File: src/rtl/booth_pkg.sv
// booth_pkg: shared types and helpers for the radix-4 Booth multiplier.
//   state_e  : top-level FSM states (IDLE, CALC)
//   digit_e  : radix-4 Booth digits (ZERO, POS1, POS2, NEG1, NEG2)
//   recode() : maps a {Q[1],Q[0],q_-1} triplet to a Booth digit
package booth_pkg;

  typedef enum logic [0:0] {
    IDLE = 1'b0,
    CALC = 1'b1
  } state_e;

  typedef enum logic [2:0] {
    ZERO = 3'd0,
    POS1 = 3'd1,
    POS2 = 3'd2,
    NEG1 = 3'd3,
    NEG2 = 3'd4
  } digit_e;

  // Standard radix-4 Booth recoding of an overlapping bit triplet.
  function automatic digit_e recode(input logic [2:0] triplet);
    digit_e dig;
    case (triplet)
      3'b000:  dig = ZERO;
      3'b001:  dig = POS1;
      3'b010:  dig = POS1;
      3'b011:  dig = POS2;
      3'b100:  dig = NEG2;
      3'b101:  dig = NEG1;
      3'b110:  dig = NEG1;
      3'b111:  dig = ZERO;
      default: dig = ZERO;
    endcase
    return dig;
  endfunction

endpackage

File: src/rtl/booth_r4_recoder.sv
// booth_r4_recoder: combinational partial-product generator.
//   triplet_i : {Q[1], Q[0], q_-1} from the multiplier shift register
//   m_ext_i   : multiplicand already extended to WIDTH+2 bits
//   pp_o      : digit * M, sign-extended to the accumulator width WIDTH+4
module booth_r4_recoder
  import booth_pkg::*;
#(
  parameter int WIDTH = 8
) (
  input  logic [2:0]       triplet_i,
  input  logic [WIDTH+1:0] m_ext_i,
  output logic [WIDTH+3:0] pp_o
);

  localparam int XW = WIDTH + 2;
  localparam int AW = WIDTH + 4;

  digit_e        digit_s;
  logic [AW-1:0] m_wide_s;
  logic [AW-1:0] m_dbl_s;

  assign digit_s  = recode(triplet_i);
  // m_ext_i is already sign- or zero-extended, so replicating its MSB is
  // correct in both operand modes.
  assign m_wide_s = {{2{m_ext_i[XW-1]}}, m_ext_i};
  assign m_dbl_s  = {m_wide_s[AW-2:0], 1'b0};

  // Select the signed multiple of M for the current Booth digit.
  always_comb begin
    pp_o = '0;
    case (digit_s)
      ZERO:    pp_o = '0;
      POS1:    pp_o = m_wide_s;
      POS2:    pp_o = m_dbl_s;
      NEG1:    pp_o = ~m_wide_s + AW'(1);
      NEG2:    pp_o = ~m_dbl_s + AW'(1);
      default: pp_o = '0;
    endcase
  end

endmodule

File: src/rtl/booth_mul_r4.sv
// booth_mul_r4: sequential radix-4 Booth multiplier, WIDTH/2+1 iterations.
//   clk, resetN          : rising-edge clock, async active-low reset
//   start, signed_mode   : request and operand mode, sampled only in IDLE
//   clear                : synchronous abort of an operation in progress
//   multiplicand, multiplier : operands M and Q (WIDTH bits)
//   busy                 : high while the FSM is in CALC
//   done                 : one-cycle pulse when product is updated
//   product              : registered 2*WIDTH result, held between completions
// WIDTH must be even and at least 4.
module booth_mul_r4
  import booth_pkg::*;
#(
  parameter int WIDTH = 8
) (
  input  logic               clk,
  input  logic               resetN,
  input  logic               start,
  input  logic               signed_mode,
  input  logic               clear,
  input  logic [WIDTH-1:0]   multiplicand,
  input  logic [WIDTH-1:0]   multiplier,
  output logic               busy,
  output logic               done,
  output logic [2*WIDTH-1:0] product
);

  localparam int ITER = WIDTH / 2 + 1;
  localparam int XW   = WIDTH + 2;
  localparam int AW   = WIDTH + 4;
  localparam int CW   = $clog2(ITER + 1);

  state_e             state_q, state_d;
  logic [CW-1:0]      cnt_q, cnt_d;
  logic [AW-1:0]      a_q, a_d;
  logic [XW-1:0]      q_q, q_d;
  logic               qm1_q, qm1_d;
  logic [XW-1:0]      m_q, m_d;
  logic [2*WIDTH-1:0] product_q, product_d;
  logic               done_q, done_d;

  logic [AW-1:0]      pp_s;
  logic [AW-1:0]      a_sum_s;
  logic [AW-1:0]      a_sh_s;
  logic [XW-1:0]      q_sh_s;
  logic [XW-1:0]      m_load_s;
  logic [XW-1:0]      q_load_s;

  booth_r4_recoder #(
    .WIDTH (WIDTH)
  ) u_recoder (
    .triplet_i ({q_q[1:0], qm1_q}),
    .m_ext_i   (m_q),
    .pp_o      (pp_s)
  );

  assign m_load_s = signed_mode ? {{2{multiplicand[WIDTH-1]}}, multiplicand}
                                : {2'b00, multiplicand};
  assign q_load_s = signed_mode ? {{2{multiplier[WIDTH-1]}}, multiplier}
                                : {2'b00, multiplier};

  // Accumulate, then arithmetic-shift {A,Q,q_-1} right by two bits.
  assign a_sum_s = a_q + pp_s;
  assign a_sh_s  = {{2{a_sum_s[AW-1]}}, a_sum_s[AW-1:2]};
  assign q_sh_s  = {a_sum_s[1:0], q_q[XW-1:2]};

  // Next-state logic: load, iterate, complete or abort.
  always_comb begin
    state_d   = state_q;
    cnt_d     = cnt_q;
    a_d       = a_q;
    q_d       = q_q;
    qm1_d     = qm1_q;
    m_d       = m_q;
    product_d = product_q;
    done_d    = 1'b0;
    case (state_q)
      IDLE: begin
        // clear outranks start; in IDLE it otherwise does nothing.
        if (start && !clear) begin
          m_d     = m_load_s;
          q_d     = q_load_s;
          a_d     = '0;
          qm1_d   = 1'b0;
          cnt_d   = CW'(ITER);
          state_d = CALC;
        end else begin
          state_d = IDLE;
        end
      end
      CALC: begin
        if (clear) begin
          state_d = IDLE;
        end else begin
          a_d   = a_sh_s;
          q_d   = q_sh_s;
          qm1_d = q_q[1];
          cnt_d = cnt_q - CW'(1);
          if (cnt_q == CW'(1)) begin
            // Q has been fully replaced by low product bits after the final
            // shift; the rest of the 2*WIDTH result sits at the bottom of A.
            product_d = {a_sh_s[WIDTH-3:0], q_sh_s};
            done_d    = 1'b1;
            state_d   = IDLE;
          end else begin
            state_d = CALC;
          end
        end
      end
      default: begin
        state_d = IDLE;
      end
    endcase
  end

  // State and datapath registers with asynchronous reset.
  always_ff @(posedge clk or negedge resetN) begin
    if (!resetN) begin
      state_q   <= IDLE;
      cnt_q     <= '0;
      a_q       <= '0;
      q_q       <= '0;
      qm1_q     <= 1'b0;
      m_q       <= '0;
      product_q <= '0;
      done_q    <= 1'b0;
    end else begin
      state_q   <= state_d;
      cnt_q     <= cnt_d;
      a_q       <= a_d;
      q_q       <= q_d;
      qm1_q     <= qm1_d;
      m_q       <= m_d;
      product_q <= product_d;
      done_q    <= done_d;
    end
  end

  assign busy    = (state_q == CALC);
  assign done    = done_q;
  assign product = product_q;

endmodule

File: config.mk
export PLATFORM = sky130hd
export DESIGN_NAME = booth_mul_r4
export DESIGN_NICKNAME = d
export VERILOG_FILES = /design/src/rtl/booth_pkg.sv /design/src/rtl/booth_r4_recoder.sv /design/src/rtl/booth_mul_r4.sv
export SDC_FILE = /design/constraint.sdc
export NUM_CORES = 1
export LEC_CHECK = 0
export ABC_AREA = 1
export ABC_CLOCK_PERIOD_IN_PS = 3350
export BUFFER_PORTS_ARGS = -buffer_cell sky130_fd_sc_hd__buf_2
export CAP_MARGIN = 20
export CORE_MARGIN = 1.5
export CORE_UTILIZATION = 58
export CTS_CLUSTER_SIZE = 25
export DETAILED_ROUTE_END_ITERATION = 16
export PLACE_DENSITY = 0.83
export SYNTH_ARGS = -nofsm -noshare
export SYNTH_HDL_FRONTEND = slang
export SYNTH_SLANG_ARGS = --single-unit
File: constraint.sdc
create_clock -name clk -period 3.35 [get_ports clk]
set_input_delay 0.67 -clock clk [delete_from_list [all_inputs] [get_ports clk]]
set_output_delay 0.67 -clock clk [all_outputs]
set_load 0.005 [all_outputs]
# [Word level (Yosys, flattened, before mapping)]
# Memories as Yosys holds them, arrays and structs flattened.
# Index checks and enable logic that the tools add are counted.
[word_totals] reg_bits=54 romBits=24 n_memories=1 in_bits=21 wordCells=51
[mem_list] name="(no name shown)" words=8 width=3 rd=1 rd_ports_with_merged_regs=0 write_ports=0 line_no="booth_pkg.sv:23" rtl="case (triplet)"
[op_classes] n_mux=22 add_sub_neg=4 bitwise_logic=4 eq_ne=7 reduce_logical=5
[op_table] op="12-bit one-hot mux with 4 select lines" count=1
[op_table] op="10-bit 2-to-1 mux" count=4
[op_table] op="12-bit by 1-bit adder with 12-bit output, second input constant" count=2
[op_table] op="12-bit 2-to-1 mux" count=2
[op_table] op="12-bit NOT" count=2
[op_table] op="12-bit one-hot mux with 2 select lines" count=1
[op_table] op="10-bit one-hot mux with 2 select lines" count=1
[op_table] op="12-bit adder" count=1
[op_table] op="1-bit 2-to-1 mux" count=8
[op_table] op="3-bit by 1-bit equality test with 1-bit output, second input constant" count=2
[op_table] op="3-bit by 2-bit equality test with 1-bit output, second input constant" count=2
[op_table] op="3-bit 2-to-1 mux" count=2
[op_table] op="3-bit one-hot mux with 2 select lines" count=1
[op_table] op="2-bit inequality test, second input constant" count=2
[op_table] op="1-bit one-hot mux with 2 select lines" count=2
[op_table] op="2-bit AND reduction" count=2
[op_table] op="3-bit equality test, second input constant" count=1
[op_table] op="3-bit AND reduction" count=1
[op_table] op="3-bit by 1-bit subtractor with 3-bit output, second input constant" count=1
[op_table] op="1-bit NOT" count=2
[op_table] op="1-bit logical AND" count=1
[op_table] op="1-bit zero test" count=1

# [Logic depth before layout (Yosys ltp)]
# Gate-level depths: netlist of the first run.
[logic_depth] ltp_word=6 mapped_depth=17

# [Hierarchy]
# From an unflattened synthesis of the first run, not the netlist that was laid out.
[unflattened] hier_cells=423 area_unflattened_um2=3219.3
[modules_own_cells] mod="booth_mul_r4" area_each_um2=2656.3 instances=1 cells_each=317
[modules_own_cells] mod="booth_r4_recoder" area_each_um2=563.0 instances=1 cells_each=106

# [Worst setup path before layout of the first run]
# No wires, ideal clock.
[synth_timing] kind="reg2reg" startpoint="register q_q[0]" endpoint="register a_q[5]" setup_ps=117 path_stages_with_launch=14 path_slack_ps=883 t_required_ps=3233 arrival_time_ps=2350 path_cell_list="dfrtp_1 inv_1 ha_1 nor2_1 buf_2 a22oi_1 o221ai_1 ha_1 a21oi_2 nand2_1 a21o_1 or2_1 nand3_1 nand2_1"
[synth_via] elab_chain_cells=6
[synth_lines] item="start: declaration" line_no="booth_mul_r4.sv:35" rtl="logic [XW-1:0] q_q, q_d;"
[synth_lines] item="start signal: assignment" line_no="booth_mul_r4.sv:130" rtl="q_q <= q_d;"
[synth_lines] item="memory 8 x 3 bit (*)"
[synth_lines] item="3-bit equality test, or another cell as far along" line_no="booth_r4_recoder.sv:31" rtl="case (digit_s)"
[synth_lines] item="12-bit one-hot mux with 4 select lines (*)" line_no="booth_r4_recoder.sv:31"
[synth_lines] item="12-bit adder (*)" line_no="booth_mul_r4.sv:62" rtl="assign a_sum_s = a_q + pp_s;"
[synth_lines] item="12-bit 2-to-1 mux (*)" line_no="booth_mul_r4.sv:91" rtl="if (clear) begin"
[synth_lines] item="12-bit one-hot mux with 2 select lines (*)" line_no="booth_mul_r4.sv:76" rtl="case (state_q)"
[synth_lines] item="end signal: assignment" line_no="booth_mul_r4.sv:120" rtl="a_q <= '0;"
[synth_lines] item="end signal: assignment" line_no="booth_mul_r4.sv:129" rtl="a_q <= a_d;"
[synth_lines] item="end: declaration" line_no="booth_mul_r4.sv:34" rtl="logic [AW-1:0] a_q, a_d;"
# Every way passes the cells marked *; elsewhere a longest branch is shown, timed or not. The select of a mux whose other input is x is not followed.
# A chain may end at the register's enable or synchronous reset.

# [Final worst setup path of the first run]
[layout_timing] startpoint="register m_q[1]" endpoint="register a_q[8]"
[layout_via] elab_chain_cells=6
[layout_lines] item="start: declaration" line_no="booth_mul_r4.sv:37" rtl="logic [XW-1:0] m_q, m_d;"
[layout_lines] item="start signal: assignment" line_no="booth_mul_r4.sv:132" rtl="m_q <= m_d;"
[layout_lines] item="12-bit NOT, on equally long branches" line_no="booth_r4_recoder.sv:35, booth_r4_recoder.sv:36"
[layout_lines] item="12-bit by 1-bit adder with 12-bit output, on equally long branches" line_no="booth_r4_recoder.sv:35, booth_r4_recoder.sv:36"
[layout_lines] item="12-bit one-hot mux with 4 select lines (*)" line_no="booth_r4_recoder.sv:31"
[layout_lines] item="12-bit adder (*)" line_no="booth_mul_r4.sv:62"
[layout_lines] item="12-bit 2-to-1 mux (*)" line_no="booth_mul_r4.sv:91"
[layout_lines] item="12-bit one-hot mux with 2 select lines (*)" line_no="booth_mul_r4.sv:76"
# Marks and branches as above.

==> impl_metrics.yaml, run 1 <==
clock_tree:
  cts_setup_buffers: 0
  clkTransAtPathRegs_ps: 100
  cts-root-buf: "clkbuf_8"
  post_cts_resize_count: 0
  cts.sinks: 51
  cts_hold_buf: 0
  cts_buffer_depth: 2
  cts_made_buffers: 5
  cts_tree: "done"
  h-tree-depth: 2
  clock_latency_ps: 310
worst_setup_path:
  r2r_setup_slack_ps: 590
  crit_path_max_fanout: 5
  r2r_end: "a_q[8]"
  timing.rr.start: "m_q[1]"
  critPathArrivalTime_ps: 3010
  crit_type: "reg -> reg"
  ff2ff_path_depth: 17
  crit_required_ps: 3590
  cp-startpoint: "m_q[1]"
  endpoint_kind: "register"
  critPathLaunchType: "register"
yosys:
  synthDistinctLibCells: 40
  yosys_warnings: 0
  syn_area_sq_mm: 0.00309
  synth_flop_cell: "dfrtp_1"
  synth_edf_count: 0
  syn_avg_cell_area_sq_um: 8.30
  ys_ff_latch: 51
  syn_inst: 372
  synth_nets: 410
  async_flop_share: 1.00
  synth-seq-area-share: 0.413
routing:
  drcViolationCount: 0
  dr.pass1.iters: 5
  via_per_inst: 5.52
  first_iter_violations: 207
  num_vias: 2650
  antenna_left: 0
  wl_per_cell_um: 14.4
  routed_wirelength_mm: 6.93
sta:
  rsz0062_at_grt: "no"
  skew_ps: 5.89
  hold_violations: 0
  max_slew_margin: 0.604
  fin_crit_sh: 0.824
  tightest_slew_ps: 594
  fmax_mhz: 362
  finalCriticalPeriod_ps: 2760
  slew_violations: 0
  holdWs_ps: 352
  setup_violations: 0
  worst_slack_ps: 589
  fin_tns_setup_ps: 0
floorplan:
  die_w_um: 76.0
  core_sq_mm: 0.00511
  boundaryPins: 39
  start_util: 0.605
  fp-row-count: 26
  fp.dieH_um: 76.0
  die_area_sq_mm: 0.00577
power_and_ir_drop:
  ir_drop_v: 0.000505
  powerDensity_mw_per_mm2: 934
  p_leak_nw: 1.68
global_routing:
  grt_start_max_net_pins: 30
  grt_overflow_total: 0
  grt_pass1_wl_mm: 12.2
  grtUsageTotal: 0.263
  grt_pass1_vias: 2644
  antenna_found_initial: 0
worst_hold_path:
  min_path_type: "in -> async"
place:
  port_buffers: 38
  place_ws_ps: 643
  place_hpwl_mm: 5.29
  routabilityCongestion: 0.919
outcome:
  status: "completed"
cells_and_area:
  areaGrowthSynthToFinish_pct: 10.2
  layout-drive-gt1-share: 0.198
  nets: 447
  antennaDiodeCount: 0
job:
  maxCapViolCount: 0
-- per-stage QoR --
stage | util | cells | area [sq um] | power (mW)
after CTS | 0.666 | 480 | 3400 | 3.18
after global routing | 0.666 | 480 | 3400 | 3.49
after global placement | 0.649 | 472 | 3310 | 2.75
final | 0.666 | 480 | 3400 | 3.18
after floorplan | - | 372 | 3090 | 2.35
after detailed placement | 0.649 | 472 | 3310 | 2.81
-- cell type report --
type                            count  area (sq um)
Sequential cell                    51          1280
Tap cell                           70          87.6
Fill cell                         437          1700
Clock buffer                        6          72.6
Timing Repair Buffer               41           213
Clock inverter                      2          17.5
Inverter                           43           161
Multi-Input combinational cell    267          1580
-- power by group --
part	internal [mW]	total [mW]	switching (mW)
Sequential	0.867	1.03	0.159
Combinational	0.670	1.79	1.12
Clock	0.151	0.365	0.215
Total	1.69	3.18	1.49
-- synth_stat cells (2+ instances only) --
library cell / instances / area, sq um
a22oi_1: 7 / 52.6
nand2_1: 93 / 349
buf_6: 3 / 33.8
a21oi_2: 2 / 17.5
buf_2: 3 / 15.0
a21o_1: 2 / 15.0
nand2_2: 4 / 25.0
xnor2_1: 3 / 26.3
nor2_4: 5 / 56.3
nor2_1: 17 / 63.8
o22ai_1: 3 / 18.8
nand4_1: 3 / 18.8
inv_1: 35 / 131
o21ai_1: 19 / 95.1
nand3_2: 5 / 50.1
a21oi_1: 10 / 50.1
o221ai_2: 2 / 30.0
o211ai_1: 2 / 15.0
a31oi_1: 2 / 12.5
nand3_1: 24 / 120
o221ai_1: 3 / 26.3
o2111ai_1: 5 / 43.8
ha_1: 16 / 200
clkbuf_1: 3 / 11.3
o21ai_0: 19 / 95.1
dfrtp_1: 51 / 1280
inv_2: 8 / 30.0
xor2_1: 6 / 52.6
or2_1: 2 / 12.5
buf_4: 2 / 15.0
o21ai_2: 4 / 35.0
-- cells in the final DEF, fill, tap and decap left out, types with 3 or more instances in the layout --
cell	n
a21oi_1	10
buf_2	38
clkbuf_8	5
nor2_4	5
o21ai_1	19
nand3_2	5
nand3_1	24
nand2_1	93
o221ai_1	3
o22ai_1	3
dfrtp_1	51
o21ai_2	4
ha_1	16
inv_2	8
nand4_1	3
buf_4	3
a22oi_1	7
xor2_1	6
inv_1	35
xnor2_1	3
o2111ai_1	5
o21ai_0	19
nand2_2	4
nor2_1	17
-- kinds of logic after synthesis --
family	count (synthesis)	share of synthesized area
DFF	51	0.413
and+or+nand+nor	158	0.241
xor gates and xnor gates	9	0.0255
buffers and inverters	54	0.0766
AOI/OAI and AO/OA	83	0.172
adders and majority gates	17	0.0713
-- sequential cells by signal (all words and copies together) (netlist names) --
register,cells
q_q,10
product,16
m_q,9
qm1_q,1
cnt_q,3
a_q,10
done,1
busy,1
-- critical path: stages, from the launching register on --
cell       delay, ps
dfrtp_1          420
inv_1            120
ha_1             230
nand2_2           90
nor2_4           130
nand2_1           70
xor2_1           130
inv_1             70
nand2_1           70
o2111ai_1        140
ha_1             370
a21oi_1          220
nor2_1            70
a211oi_1         190
nand3_1          140
nand2_1           80
nand2_1           50
o21ai_1          120
-- worst max path at each step --
| stage | endpoint | slack (ps) | depth (start not counted) |
|---|---|---|---|
| after global placement | product[15] | 660 | 13 |
| after CTS | a_q[8] | 630 | 17 |
| final | a_q[8] | 590 | 17 |
| after detailed placement | a_q[5] | 640 | 12 |
| after floorplan | a_q[5] | 880 | 13 |
| after global routing | a_q[8] | 360 | 17 |
-- layer usage --
layer,track usage,up-vias,share of wire,routed length (um)
met5,0,-,0,0
met4,0.117,0,0.023,161
met3,0.0410,13,0.049,340
met2,0.427,66,0.47,3270
met1,0.348,1243,0.45,3150
li1,-,1328,-,-
Power figures use the tool's default switching activity.
==> run 2, diff against run 1 <==
--- a/config.mk
+++ b/config.mk
@@ -6,7 +6,7 @@
 export NUM_CORES = 1
 export LEC_CHECK = 0
 export ABC_AREA = 1
-export ABC_CLOCK_PERIOD_IN_PS = 3350
+export ABC_CLOCK_PERIOD_IN_PS = 2800
 export BUFFER_PORTS_ARGS = -buffer_cell sky130_fd_sc_hd__buf_2
 export CAP_MARGIN = 20
 export CORE_MARGIN = 1.5
==> constraint.sdc (replaced) <==
create_clock -name clk -period 2.8 [get_ports clk]
set_input_delay 0.56 -clock clk [delete_from_list [all_inputs] [get_ports clk]]
set_output_delay 0.56 -clock clk [all_outputs]
set_load 0.005 [all_outputs]
==> impl_metrics.yaml, run 2 (synthesis results as in run 1) <==
clock_tree:
  clkTransAtPathRegs_ps: 100
  cts_made_buffers: 5
  h-tree-depth: 2
  cts_buffer_depth: 2
  cts_tree: "done"
  clock_latency_ps: 310
  cts-root-buf: "clkbuf_8"
  cts.sinks: 51
global_routing:
  grtUsageTotal: 0.261
  grt_overflow_total: 0
  grt_start_max_net_pins: 33
  antenna_found_initial: 0
  busiest_layer: "met2"
  grt_pass1_vias: 2699
  globalRouteMet2Util: 0.436
  met3_usage: 0.0482
  grt_pass1_wl_mm: 12.1
  grt_use_met1: 0.334
floorplan:
  core_sq_mm: 0.00511
  die_area_sq_mm: 0.00577
  die_w_um: 76.0
  fp.dieH_um: 76.0
  fp-row-count: 26
  start_util: 0.605
  boundaryPins: 39
cells_and_area:
  fill_cells: 421
  layout-drive-gt1-share: 0.252
  nets: 453
  layout_commonest_cell: "nand2_1"
  antennaDiodeCount: 0
  final_cells: 486
  largest_reg_flops: 16
  postLayoutCellArea_sq_mm: 0.00353
  areaGrowthSynthToFinish_pct: 14.2
  final_cell_mix: "nand2_1 (92), dfrtp_1 (51), buf_2 (38), inv_1 (32), nand3_1 (22)"
routing:
  via_per_inst: 5.71
  antenna_left: 0
  num_vias: 2774
  dr.pass1.iters: 5
  routed_wirelength_mm: 7.55
  drcViolationCount: 0
  first_iter_violations: 319
  wl_per_cell_um: 15.5
sta:
  fin_crit_sh: 0.961
  hold_violations: 0
  rsz0062_at_grt: "yes"
  fmax_mhz: 372
  skew_ps: 5.68
  setup_violations: 0
  max_slew_margin: 0.650
  holdWs_ps: 181
  tightest_slew_ps: 524
  finalCriticalPeriod_ps: 2690
  slew_violations: 0
place:
  dp_cells: 473
  port_buffers: 38
  placed_area_sq_mm: 0.00332
  place_hpwl_mm: 5.31
  routabilityCongestion: 0.905
worst_setup_path:
  timing.rr.start: "m_q[0]"
  critPathArrivalTime_ps: 2900
  ff2ff_path_depth: 18
  cpPeakStageDelay_ps: 430
  endpoint_kind: "register"
  r2r_setup_slack_ps: 110
  critPathLaunchType: "register"
  cp_cell_sequence: "inv_2, ha_4, nand2_2, nor2_4, nand2_1, xor2_1, inv_1, nand2_1, o2111ai_1, ha_1, buf_4, nand2_2, nor2_1, nand3_1, nand3_1, a21oi_1, o21ai_0, nand2_1"
  crit_required_ps: 3010
  crit_path_max_fanout: 3
  r2r_end: "a_q[7]"
  crit_end: "a_q[7]"
  critPathSlowestCell: "dfrtp_1"
  cp-startpoint: "m_q[0]"
  crit_type: "reg -> reg"
  cp_common_cell: "nand2_1"
job:
  maxCapViolCount: 0
power_and_ir_drop:
  ir_drop_v: 0.000719
  powerDensity_mw_per_mm2: 1170
  p_leak_nw: 1.72
outcome:
  status: "completed"
worst_hold_path:
  min_path_type: "in -> async"
-- run 2: cell types whose count changed in the layout (fill, tap and decap cells not counted), sizes merged --
cell / before / now
inv: 43 / 44
nor2: 22 / 23
buf: 41 / 46
clkbuf: 6 / 5
-- run 2: how the worst min path moves through the flow --
| stage | end | slack, ps | depth (start not counted) |
|---|---|---|---|
| 3_3_place_gp | product[1] | 460 | 2 |
| 6_report | q_q[3] | 180 | 1 |
| 2_1_floorplan | a_q[0] | 260 | 0 |
| 3_5_place_dp | product[15] | 460 | 2 |
| 4_1_cts | m_q[8] | 190 | 1 |
| 5_1_grt | m_q[8] | 220 | 1 |
-- run 2: per-layer routing --
layer / part of all wire / wire (um)
met1: 0.44 / 3290
met2: 0.47 / 3550
met3: 0.064 / 487
met4: 0.029 / 217
met5: 0 / 0
-- run 2: cell type report --
| cell class | instances | area (sq um) | share of cell area |
|---|---|---|---|
| multi-input combinational | 268 | 1660 | 0.471 |
| tap | 70 | 87.6 | 0.0248 |
| timing repair buffer | 46 | 250 | 0.0709 |
| inverter | 43 | 161 | 0.0458 |
| clock buffer | 5 | 68.8 | 0.0195 |
| sequential | 51 | 1280 | 0.362 |
| clock inverter | 3 | 22.5 | 0.00639 |
-- run 2: stage by stage --
| stage | util | power [mW] | TNS (ps) | setup slack (ps) |
|---|---|---|---|---|
| 5_1_grt | 0.691 | 4.47 | -253 | -63.6 |
| 4_1_cts | 0.670 | 3.87 | 0 | 2.96 |
| 3_5_place_dp | 0.650 | 3.38 | 0 | 51.3 |
| 2_1_floorplan | - | 2.81 | 0 | 333 |
| 6_report | 0.691 | 4.14 | 0 | 110 |
| 3_3_place_gp | 0.650 | 3.29 | 0 | 99.6 |
-- run 2: worst max-delay path: cells and delay by family, from the launching register on --
| family | cells | cell delay, ps |
|---|---|---|
| simple gates | 9 | 850 |
| fa+ha+maj | 2 | 540 |
| flops | 1 | 430 |
| buf+inv | 3 | 340 |
| compound gates | 3 | 290 |
| xor+xnor | 1 | 130 |
-- run 2: timing repair --
item | CTS | global route
endpoints found under the setup margin | 2 | 12
hold buffers | 0 | 0
buffers inserted | 1 | 3
gates resized for setup | 0 | 23
gates cloned | 0 | 1
pin swaps | 1 | 4
-- run 2: power breakdown --
| part | switching [mW] | total, mW | internal (mW) |
|---|---|---|---|
| clock | 0.266 | 0.446 | 0.180 |
| sequential | 0.199 | 1.24 | 1.04 |
| combinational | 1.50 | 2.46 | 0.957 |
| total | 1.96 | 4.14 | 2.17 |
